File: src/rtl/piso_serializer_pkg.sv
// Shared definitions for the parallel-in/serial-out loader.
// States are plain localparam constants so older tools can read them.
package piso_serializer_pkg;

  // Word width shared with the 4-tap SISO stage downstream.
  localparam int unsigned DefaultWidth = 4;

  // Bit-counter width for the default word width.
  localparam int unsigned DefaultCntW = $clog2(DefaultWidth + 1);

  typedef logic [1:0] state_t;

  localparam state_t StIdle   = 2'd0;
  localparam state_t StShift  = 2'd1;
  localparam state_t StParity = 2'd2;

endpackage

File: src/rtl/piso_serializer.sv
// Parallel-in/serial-out loader feeding the serial input of the SISO shift register.
// Accepts a word on a valid/ready handshake and emits it one bit per clock.
// Words accepted back to back form a gap-free bitstream.
// Build option: define PISO_PARITY_EN to append an even-parity bit to every frame.
module piso_serializer
  import piso_serializer_pkg::*;
#(
  parameter int unsigned WIDTH     = DefaultWidth,
  parameter int unsigned MSB_FIRST = 1
) (
  input  logic             clk,
  input  logic             reset,
  input  logic [WIDTH-1:0] din,
  input  logic             din_valid,
  output logic             din_ready,
  output logic             sout,
  output logic             sout_valid,
  output logic             busy,
  output logic             done
);

  localparam int unsigned      CNT_W   = $clog2(WIDTH + 1);
  localparam logic [CNT_W-1:0] LastCnt = CNT_W'(WIDTH - 1);

  state_t           state_q, state_d;
  logic [CNT_W-1:0] cnt_q, cnt_d;
  logic [WIDTH-1:0] shreg_q, shreg_d;
  logic [WIDTH-1:0] shreg_shifted;
  logic             last_data;
  logic             last_bit;
  logic             accept;
  logic             data_bit;

  assign last_data = (state_q == StShift) && (cnt_q == LastCnt);

`ifdef PISO_PARITY_EN
  logic parity_q, parity_d;
  // With parity the frame ends on the parity cycle, not on the last data bit.
  assign last_bit = (state_q == StParity);
`else
  assign last_bit = last_data;
`endif

  // Ready depends only on registered state so din_valid never loops back into it.
  assign din_ready  = (state_q == StIdle) || last_bit;
  assign accept     = din_valid && din_ready;
  assign busy       = (state_q != StIdle);
  assign sout_valid = busy;
  assign done       = last_bit;

  // The bit on the wire is always at the outgoing end of the shift register.
  assign data_bit      = (MSB_FIRST != 0) ? shreg_q[WIDTH-1] : shreg_q[0];
  assign shreg_shifted = (MSB_FIRST != 0) ? {shreg_q[WIDTH-2:0], 1'b0}
                                          : {1'b0, shreg_q[WIDTH-1:1]};

  // Serial output: data bit while shifting, parity bit in its own cycle, 0 when idle.
  always_comb begin
    sout = 1'b0;
    if (state_q == StShift) begin
      sout = data_bit;
    end
`ifdef PISO_PARITY_EN
    else if (state_q == StParity) begin
      sout = parity_q;
    end
`endif
  end

  // Next-state logic: an accept always (re)starts a frame, otherwise advance the frame.
  always_comb begin
    state_d = state_q;
    cnt_d   = cnt_q;
    shreg_d = shreg_q;
`ifdef PISO_PARITY_EN
    parity_d = parity_q;
`endif
    if (accept) begin
      state_d = StShift;
      cnt_d   = '0;
      shreg_d = din;
`ifdef PISO_PARITY_EN
      parity_d = ^din;
`endif
    end else begin
      case (state_q)
        StShift: begin
          shreg_d = shreg_shifted;
          if (last_data) begin
            cnt_d = '0;
`ifdef PISO_PARITY_EN
            state_d = StParity;
`else
            state_d = StIdle;
`endif
          end else begin
            cnt_d = cnt_q + CNT_W'(1);
          end
        end
        default: begin
          state_d = StIdle;
          cnt_d   = '0;
        end
      endcase
    end
  end

  // State registers with synchronous reset; reset beats a simultaneous din_valid.
  always_ff @(posedge clk) begin
    if (reset) begin
      state_q <= StIdle;
      cnt_q   <= '0;
      shreg_q <= '0;
`ifdef PISO_PARITY_EN
      parity_q <= 1'b0;
`endif
    end else begin
      state_q <= state_d;
      cnt_q   <= cnt_d;
      shreg_q <= shreg_d;
`ifdef PISO_PARITY_EN
      parity_q <= parity_d;
`endif
    end
  end

endmodule
File: config.mk
export PLATFORM = sky130hd
export DESIGN_NAME = piso_serializer
export DESIGN_NICKNAME = d
export VERILOG_FILES = /design/src/rtl/piso_serializer_pkg.sv /design/src/rtl/piso_serializer.sv
export SDC_FILE = /design/constraint.sdc
export NUM_CORES = 1
export LEC_CHECK = 0
export ABC_AREA = 1
export CAP_MARGIN = 30
export CORE_AREA = 2 2 39 41
export DETAILED_ROUTE_END_ITERATION = 8
export DIE_AREA = 0 0 41 43
export GPL_TIMING_DRIVEN = 1
export PLACE_DENSITY_LB_ADDON = 0.3
export SYNTH_ARGS = -nofsm -noshare
export SYNTH_HDL_FRONTEND = slang
export SYNTH_SLANG_ARGS = --single-unit
File: constraint.sdc
create_clock -name clk -period 1.8 [get_ports clk]
set_clock_uncertainty 0.15 [all_clocks]
set_input_delay 0.36 -clock clk [delete_from_list [all_inputs] [get_ports clk]]
set_output_delay 0.36 -clock clk [all_outputs]
set_load 0.1 [all_outputs]
== After elaboration in Yosys (flattened, before gate mapping) ==
Index checks and enable logic that the tools add are counted.

* Register bits: 8
* Input bits: 7
* Output and inout port bits: 5
* Word-level logic and storage cells: 19

* Add/sub/neg operators: 1
* Equal/unequal tests: 2
* Muxes and demuxes: 6
* Bitwise operators: 1
* Reductions and logical operators: 6

{| class="wikitable"
|+ Operators by type and width
! operator !! number
|-
| $mux 4 || 2
|-
| $mux 1 || 4
|-
| $reduce_or 4->1 || 1
|-
| $add 3x1->3 const B || 1
|-
| $eq 3x2->1 const B || 1
|-
| $ne 3x3->1 const B || 1
|-
| $logic_and 1x1->1 || 2
|-
| $logic_not 2->1 || 1
|-
| $reduce_bool 2->1 || 1
|-
| $logic_or 1x1->1 || 1
|-
| $not 1->1 || 1
|}

== Logic depth before layout (Yosys ltp) ==
* Depth in word-level cells: 5
* Gate-level depth with buffers: 8
* Depth with buffers taken out: 8

== Worst setup path after synthesis ==
OpenSTA, ideal clock, no wires.

* Path type: register -> output
* Start: reg state_q[0]
* End: out sout
* Arrival: 1.821 ns
* Required time: 1.290 ns
* Slack: -0.531 ns
* Cell stages (with the launch flop): 3
* Path buffers: 0
* Cells stage by stage: dfxtp_1 nand2_1 inv_1

* Cells in the longest elaborated chain, start to end: 1

{| class="wikitable"
|+ Ends and longest elaborated chain
! item !! RTL line !! source
|-
| start: declaration || piso_serializer.sv:25 || <nowiki>state_t state_q, state_d;</nowiki>
|-
| start signal: assignment || piso_serializer.sv:110 || <nowiki>state_q <= StIdle;</nowiki>
|-
| start signal: assignment || piso_serializer.sv:117 || <nowiki>state_q <= state_d;</nowiki>
|-
| $mux 1 || piso_serializer.sv:59 || <nowiki>if (state_q == StShift) begin</nowiki>
|-
| end: declaration || piso_serializer.sv:16 || <nowiki>output logic sout,</nowiki>
|}

Every way passes these cells.

== Final worst setup path ==
* Start: reg cnt_q[0]
* End: out done

* Cells in the longest elaborated chain, start to end: 2

{| class="wikitable"
|+ Ends and longest elaborated chain
! item !! RTL line !! source
|-
| start: declaration || piso_serializer.sv:26 || <nowiki>logic [CNT_W-1:0] cnt_q, cnt_d;</nowiki>
|-
| start signal: assignment || piso_serializer.sv:118 || <nowiki>cnt_q <= cnt_d;</nowiki>
|-
| $eq 3x2->1 || piso_serializer.sv:34 || <nowiki>assign last_data = (state_q == StShift) && (cnt_q == LastCnt);</nowiki>
|-
| $logic_and 1x1->1 || piso_serializer.sv:34 ||
|-
| end: declaration || piso_serializer.sv:19 || <nowiki>output logic done</nowiki>
|}

Every way passes these cells.

==> impl_metrics.json <==
{
  "status": "complete, no violations",
  "critPathLaunchType": "flip-flop",
  "min_path_type": "reg2reg",
  "maxCapViolCount": 0,
  "cts_buffers": 3,
  "grt_pass1_wl_um": 1410,
  "worstSkewPairLatency_ps": 250,
  "drt_iter0_drc": 3,
  "r2r_setup_slack_ps": 330,
  "power.density_mw_per_mm2": 698,
  "via_per_inst": 4.34,
  "critical_path.max_fanout": 2,
  "worstMarginPinSlew_ps": 275,
  "leakage_nw": 0.260,
  "port_buffers": 11,
  "min_to": "cnt_q[0]",
  "final_core_util_pct": 46.4,
  "crit_path_end_kind": "primary output",
  "maxClockFrequency_ghz": 0.575,
  "synth.avg_cell_area_um2": 7.15,
  "syn_area_um2": 379,
  "dpl.hpwl_um": 611,
  "path_class": "reg2out",
  "drv_slew": 0,
  "r2r-start": "cnt_q[0]",
  "cts_tree": "done",
  "drc": 0,
  "rsz0062_at_grt": "false",
  "setup_viol": 0,
  "final_cells": 86,
  "final.setup.tns_ps": 0,
  "layout_worst_path_cycle_share_pct": 96.5,
  "place_inst": 80,
  "hold_depth": 1,
  "slew_headroom_pct": 81.6,
  "gp_congestion": 0.756,
  "rows": 14,
  "routedWlPerCell_um": 9.02,
  "syn-num-nets": 62,
  "htreeDepth": 1,
  "cts_root_buffer": "clkbuf_4",
  "min_from": "cnt_q[0]",
  "cts_buffer_depth": 2,
  "wl_um": 776,
  "syn_inst": 53,
  "antenna_found_initial": 0,
  "grt_pass1_vias": 360,
  "start_util_pct": 27.4,
  "hold_violations": 0,
  "die_area_mm2": 0.00176,
  "peakVddDrop_mv": 0.283,
  "rr_worst_depth": 8,
  "drive_gt1_share_pct": 35.7,
  "die_h_um": 43,
  "area_growth_pct": 69.3,
  "die_x_um": 41,
  "io_pins": 12,
  "ys_types": 11,
  "cts_num_sinks": 8,
  "period_minus_slack_ps": 1740,
  "synth-warning-count": 0,
  "antenna_cells": 0,
  "clk_pin_slew_ps": 50,
  "drt_first_pass_iters": 4,
  "track_usage_pct": 12.2,
  "ant_nets": 0,
  "critPathRequiredTime_ps": 1290,
  "fp.coreArea_mm2": 0.00138,
  "grt_remaining_overflow": 0,
  "ys_ff_latch": 8,
  "total_power_uw": 448,
  "ys_seq_area_share_pct": 42.2,
  "crit_arrival_ps": 1230,
  "final_net_count": 81,
  "grt_max_degree": 10,
  "routed-via-count": 373,
  "r2r_end": "shreg_q[3]"
}
-- critical path, stage by stage, from the launching register on --
cell and delay (ps):
dfxtp_2 330, ha_4 160, ha_4 150, nand2_2 80, clkinvlp_4 90, buf_12 160
-- per-layer routing --
metal / track usage (%) / up-vias / wire, um
met1: 13.3 / 166 / 317
met2: 18.4 / 9 / 405
met4: 12.0 / 0 / 31
li1: - / 194 / -
met5: 0 / - / 0
met3: 1.57 / 4 / 21
-- logic make-up (layout without fill, tap and decap cells) --
| group | after synthesis | after routing | synth area share (%) |
|---|---|---|---|
| and+or+nand+nor | 31 | 31 | 37.0 |
| DFF | 8 | 8 | 42.2 |
| buffers and inverters | 8 | 25 | 8.91 |
| AOI/OAI and AO/OA | 4 | 4 | 5.28 |
| adders and majority gates | 2 | 2 | 6.60 |
-- where the power goes --
part | internal, mW | switching [mW] | total, mW
Combinational | 0.0504 | 0.0692 | 0.120
Clock | 0.0759 | 0.0557 | 0.132
Sequential | 0.187 | 0.0103 | 0.197
-- layout by cell type, fill, tap and decap left out --
master	n
nand2_1	13
nor2_1	9
dfxtp_1	6
clkdlybuf4s50_1	6
buf_12	5
inv_1	4
a21oi_1	4
buf_4	4
nor2_2	3
nand3_1	3
clkbuf_4	3
clkinvlp_4	2
ha_4	2
dfxtp_2	2
inv_2	1
nand2_4	1
nand2_2	1
or2_4	1
-- registers in the layout (all words and copies together), names as in the netlist --
name / cells
cnt_q: 3
state_q: 1
shreg_q: 4
-- synth_stat cells --
| cell | count | share of area [%] |
|---|---|---|
| or2_4 | 1 | 2.3 |
| nor2_1 | 9 | 8.9 |
| inv_1 | 7 | 6.9 |
| dfxtp_1 | 8 | 42 |
| buf_4 | 1 | 2.0 |
| ha_1 | 2 | 6.6 |
| nand2_1 | 14 | 14 |
| nand2_4 | 1 | 3.0 |
| a21oi_1 | 4 | 5.3 |
| nand3_1 | 3 | 4.0 |
| nor2_2 | 3 | 5.0 |
-- how the worst max path moves through the flow --
stage                          start         end  slack [ps]  cells after the start
after floorplan           state_q[0]        done           5                      2
after global placement     din_valid  shreg_q[1]         140                      6
after detailed placement   din_valid  shreg_q[1]         120                      6
after CTS                   cnt_q[0]        done          10                      5
after global routing        cnt_q[0]        done          20                      5
final                       cnt_q[0]        done          60                      5
-- through the flow --
stage	setup slack, ps	hold slack [ps]	cell area (um2)
after floorplan	4.98	259	388
after global placement	142	272	568
after detailed placement	115	273	568
after CTS	9.61	256	599
after global routing	19.4	300	642
final	62.3	281	642
-- layout make-up --
cell class	count	area, um2
Fill cell	129	742
Tap cell	16	20.0
Timing Repair Buffer	15	190
Multi-Input combinational cell	37	213
Sequential cell	8	163
Clock buffer	3	22.5
Inverter	7	33.8
-- what timing repair did --
action | 4_1_cts | 5_1_grt
pin swaps | 1 | 0
buffers inserted | 0 | 3
setup endpoints to repair | 2 | 2
resized for setup | 5 | 2
hold buffers | 0 | 0
Power figures use the tool's default switching activity.
